File: src/rtl/ofdm_remove_cp_var.sv
// ---------------------------------------------------------------------------
// ofdm_remove_cp_var
//   Strips a runtime-variable cyclic prefix from a stream of complex OFDM
//   samples. Each symbol is cp+N valid samples. The first cp-off are
//   discarded, the next N are passed as the FFT window, and the last off are
//   discarded. off moves the FFT window back into the CP.
//
// Ports
//   i_clk            rising-edge clock
//   i_reset          asynchronous active-high reset
//   i_valid          input sample strobe; low holds all state
//   in_data_i/_q     input sample (I/Q)
//   i_frame_sync     current valid sample is CP sample 0
//   i_cp_len         runtime CP length (clamped to CP_MAX)
//   i_fft_offset     CP samples kept ahead of the FFT window (clamped to cp)
//   out_valid        output sample strobe (1-cycle latency)
//   out_data_i/_q    output sample, holds when out_valid=0
//   out_sym_start    first window sample of a symbol
//   out_sym_last     Nth window sample of a symbol
//   out_sym_cnt      symbols completed since the last frame sync
//   o_sync_err       pulse on a frame sync that is off a symbol boundary
// ---------------------------------------------------------------------------
module ofdm_remove_cp_var #(
   parameter int DATA_SIZE    = 16,
   parameter int SYMBOLS_SIZE = 256,
   parameter int CP_MAX       = 64,
   parameter int CPW          = $clog2(CP_MAX + 1)
) (
   input  logic                 i_clk,
   input  logic                 i_reset,
   input  logic                 i_valid,
   input  logic [DATA_SIZE-1:0] in_data_i,
   input  logic [DATA_SIZE-1:0] in_data_q,
   input  logic                 i_frame_sync,
   input  logic [CPW-1:0]       i_cp_len,
   input  logic [CPW-1:0]       i_fft_offset,
   output logic                 out_valid,
   output logic [DATA_SIZE-1:0] out_data_i,
   output logic [DATA_SIZE-1:0] out_data_q,
   output logic                 out_sym_start,
   output logic                 out_sym_last,
   output logic [15:0]          out_sym_cnt,
   output logic                 o_sync_err
);

   // Counter must index N window samples and hold a full CP length.
   localparam int CNTMAX = (SYMBOLS_SIZE > CP_MAX + 1) ? SYMBOLS_SIZE : (CP_MAX + 1);
   localparam int CNTW   = $clog2(CNTMAX);

   localparam logic [CNTW-1:0] PASS_LAST = CNTW'(SYMBOLS_SIZE - 1);
   localparam logic [CPW-1:0]  CP_LIM    = CPW'(CP_MAX);

   typedef enum logic [1:0] {
      IDLE,
      SKIP,
      PASS,
      TAIL
   } state_t;

   state_t              state_q, state_d, cls;
   logic [CNTW-1:0]     cnt_q, cnt_d, idx, skip_last, tail_last;
   logic [CPW-1:0]      cp_q, cp_d, off_q, off_d;
   logic [CPW-1:0]      cp_in, off_in, cp_cur, off_cur, skip_len;
   logic                sync, at_bnd, sample0;
   logic                pass_hit, start_hit, last_hit, err_hit;
   logic [15:0]         sym_cnt_q, sym_cnt_d;

   logic                 valid_q, start_q, last_q, err_q;
   logic [DATA_SIZE-1:0] dout_i_q, dout_q_q;

   // ------------------------------------------------------------------
   // Next-state logic
   // ------------------------------------------------------------------
   // state_q/cnt_q describe the next valid sample. SKIP with cnt_q=0 is
   // reachable only as the end-of-symbol marker: a CP sample 0 always
   // leaves SKIP with cnt 1 or moves on to PASS. So that encoding doubles
   // as the automatic boundary flag. The cp/off for the sample being
   // classified come straight from the ports on a CP sample 0. This lets
   // sample 0 pass in its own cycle when cp-off=0.
   always_comb begin : next_state_logic
      sync      = i_valid & i_frame_sync;
      at_bnd    = (state_q == SKIP) && (cnt_q == '0);
      sample0   = sync | (i_valid & at_bnd);
      cp_in     = (i_cp_len > CP_LIM) ? CP_LIM : i_cp_len;
      off_in    = (i_fft_offset > cp_in) ? cp_in : i_fft_offset;
      cp_cur    = sample0 ? cp_in  : cp_q;
      off_cur   = sample0 ? off_in : off_q;
      skip_len  = cp_cur - off_cur;
      skip_last = CNTW'(skip_len) - CNTW'(1);
      tail_last = CNTW'(off_cur) - CNTW'(1);

      if (sample0) begin
         cls = (skip_len == '0) ? PASS : SKIP;
         idx = '0;
      end else begin
         cls = state_q;
         idx = cnt_q;
      end

      state_d = state_q;
      cnt_d   = cnt_q;
      cp_d    = cp_q;
      off_d   = off_q;

      if (i_valid) begin
         cp_d  = cp_cur;
         off_d = off_cur;
         unique case (cls)
            IDLE: begin
               state_d = IDLE;
               cnt_d   = '0;
            end
            SKIP: begin
               if (idx == skip_last) begin
                  state_d = PASS;
                  cnt_d   = '0;
               end else begin
                  state_d = SKIP;
                  cnt_d   = idx + CNTW'(1);
               end
            end
            PASS: begin
               if (idx == PASS_LAST) begin
                  state_d = (off_cur == '0) ? SKIP : TAIL;
                  cnt_d   = '0;
               end else begin
                  state_d = PASS;
                  cnt_d   = idx + CNTW'(1);
               end
            end
            TAIL: begin
               if (idx == tail_last) begin
                  state_d = SKIP;
                  cnt_d   = '0;
               end else begin
                  state_d = TAIL;
                  cnt_d   = idx + CNTW'(1);
               end
            end
         endcase
      end
   end

   // ------------------------------------------------------------------
   // Output decode
   // ------------------------------------------------------------------
   always_comb begin : output_logic
      pass_hit  = i_valid && (cls == PASS);
      start_hit = pass_hit && (idx == '0);
      last_hit  = pass_hit && (idx == PASS_LAST);
      err_hit   = sync && (state_q != IDLE) && !at_bnd;
      sym_cnt_d = sym_cnt_q;
      if (sync) begin
         sym_cnt_d = '0;
      end else if (last_hit) begin
         sym_cnt_d = sym_cnt_q + 16'd1;
      end
   end

   // ------------------------------------------------------------------
   // State register
   // ------------------------------------------------------------------
   always_ff @(posedge i_clk or posedge i_reset) begin : state_reg
      if (i_reset) begin
         state_q <= IDLE;
         cnt_q   <= '0;
         cp_q    <= '0;
         off_q   <= '0;
      end else begin
         state_q <= state_d;
         cnt_q   <= cnt_d;
         cp_q    <= cp_d;
         off_q   <= off_d;
      end
   end

   // ------------------------------------------------------------------
   // Output registers
   // ------------------------------------------------------------------
   always_ff @(posedge i_clk or posedge i_reset) begin : out_reg
      if (i_reset) begin
         valid_q   <= 1'b0;
         start_q   <= 1'b0;
         last_q    <= 1'b0;
         err_q     <= 1'b0;
         dout_i_q  <= '0;
         dout_q_q  <= '0;
         sym_cnt_q <= '0;
      end else begin
         valid_q   <= pass_hit;
         start_q   <= start_hit;
         last_q    <= last_hit;
         err_q     <= err_hit;
         sym_cnt_q <= sym_cnt_d;
         if (pass_hit) begin
            dout_i_q <= in_data_i;
            dout_q_q <= in_data_q;
         end
      end
   end

   assign out_valid     = valid_q;
   assign out_data_i    = dout_i_q;
   assign out_data_q    = dout_q_q;
   assign out_sym_start = start_q;
   assign out_sym_last  = last_q;
   assign out_sym_cnt   = sym_cnt_q;
   assign o_sync_err    = err_q;

endmodule

File: config.mk
export PLATFORM = sky130hd
export DESIGN_NAME = ofdm_remove_cp_var
export DESIGN_NICKNAME = d
export VERILOG_FILES = /design/src/rtl/ofdm_remove_cp_var.sv
export SDC_FILE = /design/constraint.sdc
export NUM_CORES = 1
export LEC_CHECK = 0
export BUFFER_PORTS_ARGS = -buffer_cell sky130_fd_sc_hd__buf_2
export CORE_MARGIN = 3
export CORE_UTILIZATION = 30
export DETAILED_ROUTE_END_ITERATION = 8
export HOLD_SLACK_MARGIN = 0.05
export PLACE_DENSITY = 0.6
export SETUP_SLACK_MARGIN = 0.3
export SLEW_MARGIN = 15
export SYNTH_ARGS = -nofsm -noshare
export SYNTH_HDL_FRONTEND = slang
export SYNTH_SLANG_ARGS = --single-unit
File: constraint.sdc
create_clock -name i_clk -period 4.7 [get_ports i_clk]
set_clock_uncertainty 0.1 [all_clocks]
set_input_delay 0.94 -clock i_clk [delete_from_list [all_inputs] [get_ports i_clk]]
set_output_delay 0.94 -clock i_clk [all_outputs]
set_load 0.02 [all_outputs]
==> results_dict.tcl <==
set metrics [dict create \
    peakVddDrop_uv 279 \
    max_freq_mhz 192 \
    ys_seq_elements 76 \
    fillerInstances 1390 \
    synth_top_family_by_area "simple AND/OR/NAND/NOR gates" \
    synth_mux_area_share_pct 8.76 \
    wirelength_mm 14.9 \
    synth-edff-count 0 \
    grt_use_total_pct 15.4 \
    path_max_fanout 8 \
    netlist_area_sq_um 4800 \
    synth_fa_ha_area_share_pct 5.37 \
    synthArstFlopShare_pct 100 \
    synth_cells 489 \
    synth-simple-area-share_pct 18.4 \
    cp.required_ns 4.83 \
    finalSetupViolCount 57 \
    arrival_ns 5.34 \
    synth-seq-area-share_pct 39.6 \
    initial_core_util_pct 31.1 \
    die_area_sq_um 17500 \
    synth_compound_area_share_pct 16.9 \
    violations "negative setup slack" \
    min_path_cells 2 \
    slew_violations 0 \
    grt_max_degree 29 \
    antenna_found_initial 0 \
    place_area_sq_um 6400 \
    placed_cells 877 \
    endpoint_kind "flip-flop" \
    layout.nets 782 \
    tightest_slew_ns 0.617 \
    final_layout_size_suffix_gt1_share_pct 52.3 \
    cts_tree "built" \
    drv_cap 0 \
    ant_nets 0 \
    clockBufferDepth 2 \
    cp-start-kind "input pin" \
    syn_to_final_growth_pct 57.3 \
    hold_viol_final 0 \
    final_cells 928 \
    via_per_inst 4.90 \
    hold_class "flip-flop to flip-flop" \
    cts_made_buffers 9 \
    fin_crit_sh_pct 111 \
    synthXorXnorAreaFrac_pct 7.12 \
    die_w_um 132 \
    synth_cell_type_count 80 \
    insertedDiodeCount 0 \
    clk_pin_slew_ns 0.06 \
    stdcell_area_sq_um 7550 \
    setup_ws_ns -0.511 \
    port_buffers 101 \
    layout_common_cells "buf_4, buf_2, dfrtp_1, nor2_1, nand2_1" \
    rsz0062_at_grt "true" \
    gp_congestion 0.885 \
    grt_first_pass_wirelength_mm 22.3 \
    row_count 45 \
    tns_ns -9.40 \
    drtIter0Drc 262 \
    powerDensity_nw_per_um2 563 \
    core_area_sq_um 15400 \
    period_minus_slack_ns 5.21 \
    dp.final_hpwl_mm 10.6 \
    cts-root-buf "clkbuf_16" \
    worstSetupPathType "input pin to flip-flop" \
    ys.flop_type "dfrtp_1" \
    syn_avg_cell_area_sq_um 9.81 \
    max_slew_margin_pct 58.8 \
    clkSinkCount 76 \
    io_pins 102 \
    drtPass1Iterations 4 \
    synth_nets 559 \
    insertion_delay_ns 0.34 \
    htreeDepth 3 \
    die_h_um 132 \
    leakage_uw 0.00360 \
    detail_route.wl_per_cell_um 16.1 \
    ff2ff_path_depth 25 \
    grt_pass1_vias 4539 \
    via_count 4549 \
    status "complete, but fails checks" \
    yosys_warnings 0 \
    drc 0 \
    overflow 0 \
    final_common_cell "buf_4" \
]
kinds of logic after synthesis:
logic type / Yosys count
and+or+nand+nor: 172
muxes: 38
xor gates and xnor gates: 34
DFF: 76
AOI/OAI and AO/OA: 106
adders and majority gates: 20
buffers and inverters: 43
flip-flops by register name (all words and copies together) (netlist names):
register       count
out_sym_last       1
out_data_q        16
cnt_q              8
off_q              7
out_valid          1
out_sym_start      1
o_sync_err         1
out_data_i        16
state_q            2
cp_q               7
out_sym_cnt       16
what timing repair did:
action,in CTS,in global routing
endpoints found under the setup margin,61,61
hold buffers,0,0
cloned,0,6
gates resized for setup,16,114
setup buffers,14,15
pin swaps,17,43
per-layer routing:
layer	track usage, %	wire length [um]	up-vias	part of all wire (%)
met5	0	0	-	0
met3	4.26	790	18	5.3
li1	-	-	2198	-
met2	25.8	7400	137	50
met1	19.6	6480	2196	43
met4	4.21	245	0	1.6
final timing paths:
| path | to | start | slack [ns] |
|---|---|---|---|
| worst max-delay path | cnt_q[1] | i_cp_len[6] | -0.51 |
| min in group asynchronous | cnt_q[0] | i_reset | 0.58 |
| worst min-delay path | cp_q[5] | cp_q[5] | 0.37 |
| worst max register to register | cnt_q[5] | cnt_q[2] | -0.14 |
| max in group asynchronous | out_sym_cnt[8] | i_reset | 3.11 |
| worst min register to register | cp_q[5] | cp_q[5] | 0.37 |
cells in the mapped netlist (5+ instances only):
library cell	number	area, sq um
dfrtp_1	76	1900
inv_1	24	90.1
nor3_1	12	60.1
xor2_1	7	61.3
and2_1	6	37.5
nand2b_1	5	31.3
a21oi_1	19	95.1
xnor2_1	24	210
mux2i_1	6	60.1
nand3_1	11	55.1
nand4_1	5	31.3
ha_1	19	238
nand2_1	43	161
clkbuf_1	9	33.8
o21ai_1	6	30.0
or3_1	8	50.1
o21ai_0	25	125
o22ai_1	5	31.3
and3_1	11	68.8
mux2_2	32	360
nor2_1	49	184
buf_2	5	25.0
power breakdown:
part	switching, uW	total (uW)	internal (uW)	leakage, uW
clock network	272	630	357	0.000133
logic	1270	2650	1380	0.00247
registers	117	973	856	0.000992
area by class of cell:
type	count	area [sq um]	share of cell area, %
clock buffer	10	229	3.03
clock inverter	6	40.0	0.531
inverter	26	126	1.67
multi-input combinational	371	3370	44.7
sequential	76	1900	25.2
tap	211	264	3.50
timing repair buffer	228	1610	21.4
per-stage QoR:
step	util [%]	hold slack [ns]	power [uW]	worst slack, ns
after floorplan	-	0.339	2380	-0.495
after global placement	41.5	0.356	3070	-0.774
after detailed placement	41.5	0.362	3140	-0.944
after CTS	44.3	0.377	3860	-0.504
after global routing	48.9	0.402	4530	-0.672
final	48.9	0.373	4250	-0.511
critical path, cell delays in order:
cell	delay, ns
buf_12	0.12
clkinv_16	0.07
nand2_8	0.05
ha_4	0.26
and4_4	0.25
o21ai_4	0.09
a21o_4	0.24
a221oi_4	0.32
nor2_2	0.08
inv_2	0.09
ha_4	0.19
nor2b_4	0.11
o21a_1	0.21
a2111o_1	0.30
a221oi_2	0.34
nand3_1	0.16
xnor2_1	0.16
or4b_4	0.54
o221ai_4	0.22
buf_4	0.16
a22oi_2	0.12
a32o_1	0.29
Power figures use the tool's default switching activity.
